File: config.mk
export PLATFORM = sky130hd
export DESIGN_NAME = cbfp_block_norm
export DESIGN_NICKNAME = d
export VERILOG_FILES = /design/src/rtl/cbfp_block_norm.sv
export SDC_FILE = /design/constraint.sdc
export NUM_CORES = 1
export LEC_CHECK = 0
export BUFFER_PORTS_ARGS = -buffer_cell sky130_fd_sc_hd__buf_2
export CORE_ASPECT_RATIO = 0.6
export CORE_MARGIN = 10
export CORE_UTILIZATION = 45
export DETAILED_ROUTE_END_ITERATION = 7
export PLACE_DENSITY_LB_ADDON = 0.15
export SKIP_LAST_GASP = 1
export SYNTH_ARGS = -nofsm -noshare
export SYNTH_HDL_FRONTEND = slang
export SYNTH_SLANG_ARGS = --single-unit
File: constraint.sdc
create_clock -name clk -period 14.4 [get_ports clk]
set_input_delay 0.72 -clock clk [delete_from_list [all_inputs] [get_ports clk]]
set_output_delay 0.72 -clock clk [all_outputs]
set_load 0.03 [all_outputs]
File: src/rtl/cbfp_block_norm.sv
// ---------------------------------------------------------------------------
// cbfp_block_norm
//
// Convergent block-floating-point normaliser sitting after the twiddle
// multiplier. An alert_cbfp pulse arms the block; BLOCK_LEN complex samples
// are buffered while the smallest redundant-sign-bit count over every real
// and imaginary part is tracked. The block is then replayed, each component
// left-shifted by that common count and narrowed to OUT_W bits. The shift
// is reported on out_idx so later stages can compensate the exponent.
//
// Optional build macro:
//   CBFP_ROUND_EN  round half up on the narrowing step, saturating positive
//                  overflow to the largest OUT_W value. Undefined: truncate.
//
// Ports:
//   clk         clock
//   rstn        asynchronous active-low reset
//   alert_cbfp  one-cycle pulse marking the start of a block
//   in_valid    input sample qualifier
//   in_re/in_im signed DATA_W input components
//   out_valid   output sample qualifier
//   out_re/out_im signed OUT_W normalised components
//   out_idx     common shift applied to the current block
//   out_last    high with the final sample of the block
//   busy        high while collecting or emitting
//   ovf         sticky: an input was dropped while emitting
//
// Handshake: in_valid qualifies in_re/in_im in the cycle it is high; there is
// no backpressure, so samples or alerts offered during EMIT are dropped and
// flagged on ovf. out_valid qualifies out_re/out_im/out_idx/out_last for one
// cycle each; there is no ready, the consumer must take every sample.
// ---------------------------------------------------------------------------
module cbfp_block_norm #(
    parameter int DATA_W    = 23,
    parameter int OUT_W     = 11,
    parameter int BLOCK_LEN = 16
) (
    input  logic                      clk,
    input  logic                      rstn,
    input  logic                      alert_cbfp,
    input  logic                      in_valid,
    input  logic [DATA_W-1:0]         in_re,
    input  logic [DATA_W-1:0]         in_im,
    output logic                      out_valid,
    output logic [OUT_W-1:0]          out_re,
    output logic [OUT_W-1:0]          out_im,
    output logic [$clog2(DATA_W)-1:0] out_idx,
    output logic                      out_last,
    output logic                      busy,
    output logic                      ovf
);

    localparam int IDX_W = $clog2(DATA_W);
    localparam int CNT_W = $clog2(BLOCK_LEN);

    localparam logic [IDX_W-1:0] IDX_MAX  = IDX_W'(DATA_W - 1);
    localparam logic [IDX_W-1:0] IDX_ONE  = IDX_W'(1);
    localparam logic [CNT_W-1:0] CNT_LAST = CNT_W'(BLOCK_LEN - 1);
    localparam logic [CNT_W-1:0] CNT_ONE  = CNT_W'(1);

    typedef enum logic [1:0] {
        S_IDLE    = 2'd0,
        S_COLLECT = 2'd1,
        S_EMIT    = 2'd2
    } state_t;

    // Number of consecutive bits directly below the sign bit that equal it.
    function automatic logic [IDX_W-1:0] lsb_count(input logic [DATA_W-1:0] x);
        logic             run;
        logic [IDX_W-1:0] n;
        run = 1'b1;
        n   = '0;
        for (int i = DATA_W - 2; i >= 0; i--) begin
            if (run && (x[i] == x[DATA_W-1])) begin
                n = n + IDX_ONE;
            end else begin
                run = 1'b0;
            end
        end
        return n;
    endfunction

    // Shift by the block minimum and keep the top OUT_W bits. The shift never
    // overflows because no component has fewer redundant sign bits than sh.
    function automatic logic [OUT_W-1:0] narrow(input logic [DATA_W-1:0] x,
                                                 input logic [IDX_W-1:0]  sh);
        logic [DATA_W-1:0] s;
`ifdef CBFP_ROUND_EN
        logic [OUT_W:0]    ext;
`endif
        s = x << sh;
`ifdef CBFP_ROUND_EN
        // One guard bit above the result catches the only possible overflow:
        // a positive value rounding past the largest representable code.
        ext = {s[DATA_W-1], s[DATA_W-1 -: OUT_W]}
            + {{OUT_W{1'b0}}, s[DATA_W-OUT_W-1]};
        if (ext[OUT_W] != ext[OUT_W-1]) begin
            return {1'b0, {(OUT_W-1){1'b1}}};
        end
        return ext[OUT_W-1:0];
`else
        return s[DATA_W-1 -: OUT_W];
`endif
    endfunction

    // ------------------------------------------------------------------
    // State and datapath registers
    // ------------------------------------------------------------------
    state_t             state_q, state_d;
    logic [CNT_W-1:0]   cnt_q, cnt_d;
    logic [IDX_W-1:0]   min_q, min_d;
    logic               out_valid_q, out_valid_d;
    logic [OUT_W-1:0]   out_re_q, out_re_d;
    logic [OUT_W-1:0]   out_im_q, out_im_d;
    logic [IDX_W-1:0]   out_idx_q, out_idx_d;
    logic               out_last_q, out_last_d;
    logic               ovf_q, ovf_d;

    // Sample buffer: {re, im} per entry; contents need no reset.
    logic [2*DATA_W-1:0] buf_mem [BLOCK_LEN];
    logic                wr_en;
    logic [CNT_W-1:0]    wr_addr;

    logic [2*DATA_W-1:0] rd_word;
    logic [DATA_W-1:0]   rd_re;
    logic [DATA_W-1:0]   rd_im;

    logic [IDX_W-1:0]    lsb_re;
    logic [IDX_W-1:0]    lsb_im;
    logic [IDX_W-1:0]    smp_min;
    logic [IDX_W-1:0]    run_min;

    assign rd_word = buf_mem[cnt_q];
    assign rd_re   = rd_word[2*DATA_W-1:DATA_W];
    assign rd_im   = rd_word[DATA_W-1:0];

    assign lsb_re  = lsb_count(in_re);
    assign lsb_im  = lsb_count(in_im);
    assign smp_min = (lsb_re < lsb_im) ? lsb_re : lsb_im;
    assign run_min = (smp_min < min_q) ? smp_min : min_q;

    // ------------------------------------------------------------------
    // Next-state / output logic
    // ------------------------------------------------------------------
    always_comb begin
        state_d     = state_q;
        cnt_d       = cnt_q;
        min_d       = min_q;
        out_valid_d = 1'b0;
        out_last_d  = 1'b0;
        out_re_d    = out_re_q;
        out_im_d    = out_im_q;
        out_idx_d   = out_idx_q;
        ovf_d       = ovf_q;
        wr_en       = 1'b0;
        wr_addr     = cnt_q;

        unique case (state_q)
            S_IDLE: begin
                if (alert_cbfp) begin
                    state_d = S_COLLECT;
                    cnt_d   = '0;
                    min_d   = IDX_MAX;
                    // A sample arriving with the alert is sample 0.
                    if (in_valid) begin
                        wr_en   = 1'b1;
                        wr_addr = '0;
                        cnt_d   = CNT_ONE;
                        min_d   = smp_min;
                    end
                end
            end

            S_COLLECT: begin
                if (in_valid) begin
                    wr_en   = 1'b1;
                    wr_addr = cnt_q;
                    min_d   = run_min;
                    if (cnt_q == CNT_LAST) begin
                        state_d = S_EMIT;
                        cnt_d   = '0;
                    end else begin
                        cnt_d = cnt_q + CNT_ONE;
                    end
                end
            end

            S_EMIT: begin
                out_valid_d = 1'b1;
                out_re_d    = narrow(rd_re, min_q);
                out_im_d    = narrow(rd_im, min_q);
                out_idx_d   = min_q;
                cnt_d       = cnt_q + CNT_ONE;
                if (cnt_q == CNT_LAST) begin
                    out_last_d = 1'b1;
                    cnt_d      = '0;
                    state_d    = S_IDLE;
                    // The buffer slot for sample 0 is free once the last
                    // sample is read, so a new block may start right here.
                    if (alert_cbfp) begin
                        state_d = S_COLLECT;
                        min_d   = IDX_MAX;
                        if (in_valid) begin
                            wr_en   = 1'b1;
                            wr_addr = '0;
                            cnt_d   = CNT_ONE;
                            min_d   = smp_min;
                        end
                    end else if (in_valid) begin
                        ovf_d = 1'b1;
                    end
                end else if (alert_cbfp || in_valid) begin
                    ovf_d = 1'b1;
                end
            end

            default: begin
                state_d = S_IDLE;
                cnt_d   = '0;
                min_d   = IDX_MAX;
            end
        endcase
    end

    always_ff @(posedge clk or negedge rstn) begin
        if (!rstn) begin
            state_q     <= S_IDLE;
            cnt_q       <= '0;
            min_q       <= IDX_MAX;
            out_valid_q <= 1'b0;
            out_re_q    <= '0;
            out_im_q    <= '0;
            out_idx_q   <= '0;
            out_last_q  <= 1'b0;
            ovf_q       <= 1'b0;
        end else begin
            state_q     <= state_d;
            cnt_q       <= cnt_d;
            min_q       <= min_d;
            out_valid_q <= out_valid_d;
            out_re_q    <= out_re_d;
            out_im_q    <= out_im_d;
            out_idx_q   <= out_idx_d;
            out_last_q  <= out_last_d;
            ovf_q       <= ovf_d;
        end
    end

    always_ff @(posedge clk) begin
        if (wr_en) begin
            buf_mem[wr_addr] <= {in_re, in_im};
        end
    end

    assign out_valid = out_valid_q;
    assign out_re    = out_re_q;
    assign out_im    = out_im_q;
    assign out_idx   = out_idx_q;
    assign out_last  = out_last_q;
    assign busy      = (state_q != S_IDLE);
    assign ovf       = ovf_q;

endmodule

Yosys cells after proc, flatten, opt, wreduce, memory -nomap -nowiden
Memory sizes are Yosys's and may differ from the RTL's.
Index checks and enable logic that the tools add are counted.
Operators by class
  shifts and indexed selects: 2
  muxes and demuxes: 123
  reduce and logical (&&, ||, !) cells: 50
  order comparisons: 2
  eq/ne operators: 54
  $add $sub $neg: 43
Operators with widths (count)
  $mux 5: 48
  $add 5x1->5 const B: 42
  $mux 1: 58
  $shl 23x5->23: 2
  $eq 1x1->1: 44
  $logic_and 1x1->1: 42
  $mux 4: 8
  $pmux 5 s3: 1
  $ne 2x2->1 const B: 7
  $pmux 4 s3: 1
  $lt 5x5->1: 2
  $mux 2: 4
  $pmux 4 s2: 1
  $reduce_and 4->1: 2
  $pmux 2 s3: 1
  $add 4x1->4 const B: 1
  $eq 4x4->1 const B: 1
  $reduce_bool 2->1: 2
  $pmux 1 s3: 1
  $reduce_and 3->1: 1
  $eq 2x1->1 const B: 1
  $eq 2x2->1 const B: 1
  $logic_not 2->1: 1
  $reduce_and 2->1: 1
  $logic_or 1x1->1: 1
Storage, ports and cells
  register bits: 41
  word-level logic and storage cells: 284
  memories: 1
  memory bits (writable): 736
  bits of input ports: 50
  output and inout bits: 31
Memories
  buf_mem: words 16, width 46, rd ports 1, clocked after memory_dff 0, wr ports 1, RTL line 120  | logic [2*DATA_W-1:0] buf_mem [BLOCK_LEN];

Longest topological paths before layout
  depth after elaboration: 50
  gate-level depth with buffers: 80
  mapped depth without buffers: 76

Worst setup path before layout
OpenSTA, ideal clock, no wires.
  kind: input -> register
  from: input in_im[22]
  to: register min_q[1]
  required time: 14318 ps
  setup slack: 1054 ps
  stages on the path: 77
  setup time: 82 ps
  path buffers: 4
  arrival time: 13264 ps
  cells stage by stage: buf_2 -> buf_2 -> buf_1 -> clkbuf_1 -> nand2_1 -> a21oi_1 -> o21bai_1 -> ha_1 -> o21ai_0 -> inv_1 -> ha_1 -> nand2_1 -> o21ai_0 -> ha_1 -> mux2i_1 -> a21boi_0 -> ha_1 -> o21ai_0 -> [41 not listed] -> a21oi_1 -> o21bai_1 -> nand3_1 -> nor4bb_1 -> xnor3_1 -> ha_1 -> nand4_1 -> o21bai_1 -> nor2_1 -> a21oi_1 -> ha_1 -> a21oi_1 -> nor2b_1 -> o21ai_0 -> nand3b_1 -> o21ai_0 -> nand2_1 -> o31a_1
Between the ends
  word-level cells in the longest chain between the ends: 50
  elaborated cells between the ends (all ways): 118
  those cells by class: add/sub (21); order compare (2); eq/ne (23); mux (50); reduce/logical (22)
RTL lines
  from (decl): RTL line 43  | input logic [DATA_W-1:0] in_im,
  $eq 1x1->1: RTL line 74  | if (run && (x[i] == x[DATA_W-1])) begin
  $mux 1: RTL line 74
  $add 5x1->5 / $logic_and 1x1->1 (equally long branches): RTL line 75, 74
  $mux 5 / $mux 1 (equally long branches): RTL line 74
  $add 5x1->5 / $logic_and 1x1->1 (equally long branches): RTL line 75, 74
  $mux 5 / $mux 1 (equally long branches): RTL line 74
  $add 5x1->5 / $logic_and 1x1->1 (equally long branches): RTL line 75, 74
  $mux 5 / $mux 1 (equally long branches): RTL line 74
  [31 not listed]
  $mux 5 / $mux 1 (equally long branches): RTL line 74
  $add 5x1->5 / $logic_and 1x1->1 (equally long branches): RTL line 75, 74
  $mux 5 / $mux 1 (equally long branches): RTL line 74
  $add 5x1->5 / $logic_and 1x1->1 (equally long branches): RTL line 75, 74
  $mux 5 (*): RTL line 74
  $lt 5x5->1: RTL line 139  | assign smp_min = (lsb_re < lsb_im) ? lsb_re : lsb_im;
  $mux 5 (*): RTL line 139
  parallel branches: the longest is 4 deep, another holds $lt 5x5->1
  to (signal assigned): RTL line 239  | min_q <= min_d;
  to (decl): RTL line 111  | logic [IDX_W-1:0] min_q, min_d;
Every way passes the cells marked *. The select of a mux whose other input is x is not followed.
A chain may end at the register's enable or synchronous reset.

Worst setup path in the final report
  from: input in_im[21]
  to: register min_q[4]
Between the ends
  word-level cells in the longest chain between the ends: 50
  elaborated cells between the ends (all ways): 97
  those cells by class: add/sub (21); order compare (2); eq/ne (2); mux (50); reduce/logical (22)
RTL lines (RTL line)
  $eq 1x1->1 (*): 74
  $mux 1: 74
  $add 5x1->5 / $logic_and 1x1->1 (equally long branches): 75, 74
  $mux 5 / $mux 1 (equally long branches): 74
  $add 5x1->5 / $logic_and 1x1->1 (equally long branches): 75, 74
  $mux 5 / $mux 1 (equally long branches): 74
  $add 5x1->5 / $logic_and 1x1->1 (equally long branches): 75, 74
  $mux 5 / $mux 1 (equally long branches): 74
  [31 not listed]
  $mux 5 / $mux 1 (equally long branches): 74
  $add 5x1->5 / $logic_and 1x1->1 (equally long branches): 75, 74
  $mux 5 / $mux 1 (equally long branches): 74
  $add 5x1->5 / $logic_and 1x1->1 (equally long branches): 75, 74
  $mux 5 (*): 74
  $lt 5x5->1: 139
  $mux 5 (*): 139
  parallel branches: the longest is 4 deep, another holds $lt 5x5->1
Marked as above.

==> flow_metrics.env <==
export IMPL_status="finished clean"
export IMPL_synthTopCellsByCount="736 x edfxtp_1, 238 x mux4_2, 178 x nand2_1"
export IMPL_grt_pass1_vias=21100
export IMPL_synth_xor_area_share_pct=2.698
export IMPL_path_clk_slew_ns=0.07
export IMPL_finalMaxSlewViolations=0
export IMPL_yosys_warnings=0
export IMPL_grt_pass1_wl_microns=145000
export IMPL_cts_root_buffer="clkbuf_16"
export IMPL_r2r_end="out_im[10]$_DFFE_PN0P_"
export IMPL_worstMarginPinSlew_ns=1.185
export IMPL_synth_largest_area_cell="edfxtp_1"
export IMPL_synth_top_family_by_area="multiplexers"
export IMPL_dp_hpwl_microns=59710
export IMPL_port_buffers=80
export IMPL_final_area_sq_um=40650
export IMPL_fin_skew_ns=0.02694
export IMPL_drv_cap=0
export IMPL_ys_async_sr_fraction_pct=5.277
export IMPL_synthToLayoutAreaGrowth_pct=10.96
export IMPL_p_sw_mw=2.566
export IMPL_switching_share_pct=34.24
export IMPL_synth_cells=2313
export IMPL_drc_errors=0
export IMPL_fmax_mhz=74.16
export IMPL_slew_headroom_pct=20.84
export IMPL_crit_top_cell="ha_1"
export IMPL_worstSetupEndpointType="flop"
export IMPL_min_path_type="in -> async"
export IMPL_grt_max_degree=104
export IMPL_setup_viol=0
export IMPL_power_total_mw=7.492
export IMPL_place_congestion=0.9136
export IMPL_fp_dieW_microns=388.3
export IMPL_ir_drop_v=0.0001329
export IMPL_die_height_microns=241.0
export IMPL_clkPwrFrac_pct=25.2
export IMPL_numCtsBuffers=70
export IMPL_post_place_ws_ns=-0.3677
export IMPL_clock_path_buffers=3
export IMPL_crit_path_top_delay_cell="or3b_2"
export IMPL_critPathMaxStageDelay_ns=0.47
export IMPL_syn_nets=2410
export IMPL_synth_cell_types=92
export IMPL_yosys_area_share_simple_pct=7.449
export IMPL_final_cells=3502
export IMPL_r2r_cells=13
export IMPL_critPathArrivalTime_ns=14.05
export IMPL_hold_violations=0
export IMPL_yosysTopAreaCellShare_pct=60.33
export IMPL_crit_path_start_kind="input pin"
export IMPL_ys_top_cells_by_area="edfxtp_1 60%, mux4_2 15%, dfrtp_1 2.6%"
export IMPL_viasPerCell=6.244
export IMPL_place_area_sq_um=38300
export IMPL_synth_edf_count=736
export IMPL_antenna_found_initial=5
export IMPL_overflow=0
export IMPL_worstPathMaxFanout=22
export IMPL_fillers=6595
export IMPL_htree_levels=3
export IMPL_vias=21870
export IMPL_synthAdderAreaFrac_pct=1.769
export IMPL_clkLatencyLatePin_ns=0.66
export IMPL_yosys_cell_count_top_type="edfxtp_1"
export IMPL_r2r_start="cnt_q[0]$_DFFE_PN0P_"
export IMPL_antenna_left=0
export IMPL_core_sq_um=80080
export IMPL_critical_path_required_ns=14.97
export IMPL_cellPowerDensity_nw_per_um2=184.3
export IMPL_reg2reg_slack_ns=8.49
export IMPL_synth_compound_area_share_pct=5.923
export IMPL_final_nets=2475
export IMPL_wl_per_cell_microns=28.08
export IMPL_final_min_clock_period_ns=13.48
export IMPL_boundaryPins=81
export IMPL_worst_setup_path_type="in -> reg"
export IMPL_p_comb_share_pct=35.3
export IMPL_fin_crit_sh_pct=93.64
export IMPL_ys_flop_type="edfxtp_1"
export IMPL_die_area_sq_um=93590
export IMPL_drt_first_pass_iters=5
export IMPL_synth_mux_area_fraction_pct=17.30
export IMPL_layout_drive_gt1_share_pct=23.33
export IMPL_rows=80
export IMPL_seq_area_frac_synth_pct=63.14
export IMPL_grt_util_all_layers_pct=20.81
export IMPL_start_util_pct=45.75
export IMPL_cts_tree="yes"
export IMPL_drt_iter0_markers=2556
export IMPL_dp_cells=3370
export IMPL_p_leak_nw=13.33
export IMPL_p_int_mw=4.927
export IMPL_seq_power_share_pct=39.5
export IMPL_routed_wl_microns=98320
export IMPL_synth_seq_cells=777
export IMPL_avgSynthCellArea_sq_um=15.84
export IMPL_clock_sinks=777
export IMPL_setup_slack_ns=0.9154
export IMPL_syn_area_sq_um=36630
==> cells by family (layout without fill, tap and decap cells) <==
family,count (synthesis),in the layout
muxes,329,329
buffers and inverters,162,284
xor gates and xnor gates,91,91
other,0,1
adders and majority gates,53,53
DFF,777,777
and+or+nand+nor,563,563
AOI/OAI and AO/OA,338,338
==> state kept, by name, summed over array words and instances (netlist names) <==
| signal | flops |
|---|---|
| buf_mem | 736 |
| out_im | 11 |
| out_re | 11 |
| min_q | 5 |
| out_idx | 5 |
| cnt_q | 4 |
| state_q | 2 |
| out_last | 1 |
| out_valid | 1 |
| ovf | 1 |
==> worst max-delay path: cells and delay by family <==
family                     cells  cell delay (ns)
AOI/OAI and AO/OA             29             4.95
muxes                          6             0.98
and+or+nand+nor               22             2.98
xor gates and xnor gates       1             0.34
adders and majority gates     12             3.48
buffers and inverters          5             0.60
==> power groups by stage <==
stage          Clock [mW]  Combinational [mW]  Sequential [mW]
6_report             1.88                2.65             2.96
5_1_grt              2.01                2.83             2.99
4_1_cts              1.93                2.65             2.97
3_5_place_dp            0                2.63             3.01
3_3_place_gp            0                2.62             3.00
2_1_floorplan           0                1.85             2.91
==> placed cells by master, fill, tap and decap left out, drive strengths merged, types with 56 or more instances in the layout <==
cell type and n:
edfxtp 736, mux4 238, nand2 179, nor2 137, buf 116, o21ai 104, a21oi 86, clkbuf 84
mux2i 58, nand3 56
==> worst max-delay path by stage <==
stage                                      end  startpoint  slack, ns
after floorplan           min_q[1]$_DFFE_PN1P_   in_im[22]       1.05
after global placement    min_q[1]$_DFFE_PN1P_   in_im[21]       0.26
after detailed placement  min_q[4]$_DFFE_PN1P_   in_im[21]      -0.37
after CTS                 min_q[4]$_DFFE_PN1P_   in_im[21]       0.25
after global routing      min_q[4]$_DFFE_PN1P_   in_im[21]      -0.03
final                     min_q[4]$_DFFE_PN1P_   in_im[21]       0.92
==> cell type report <==
cell class	count	area (sq um)	share of cell area (%)
diodes	1	2.502	0.006156
clock buffers	83	1800	4.429
clock inverters	46	476.7	1.173
inverters	38	142.6	0.3509
multi-input cells	1374	13040	32.08
flip-flops and latches	777	23150	56.94
well taps	1066	1334	3.281
repair buffers	117	705.7	1.736
==> layer usage <==
layer	part of all wire [%]	GRT usage, %	up-vias
li1	-	-	9370
met1	47	32.51	11490
met2	44	30.52	887
met3	7.6	3.424	114
met4	1.5	3.988	4
met5	0.025	0	-
==> through the flow <==
step | util (%) | hold WS, ns | TNS (ns)
2_1_floorplan | - | 0.4244 | 0
3_3_place_gp | 47.83 | 0.4582 | 0
3_5_place_dp | 47.83 | 0.4647 | -1.786
4_1_cts | 50.68 | 0.2896 | 0
5_1_grt | 50.76 | 0.3568 | -0.09996
6_report | 50.76 | 0.2988 | 0
==> what timing repair did <==
action,in CTS,in global routing
buffers inserted,0,2
setup endpoints to repair,0,5
hold buffers,0,0
gates resized for setup,0,17
Note: power is estimated with default switching activity, not from simulation.
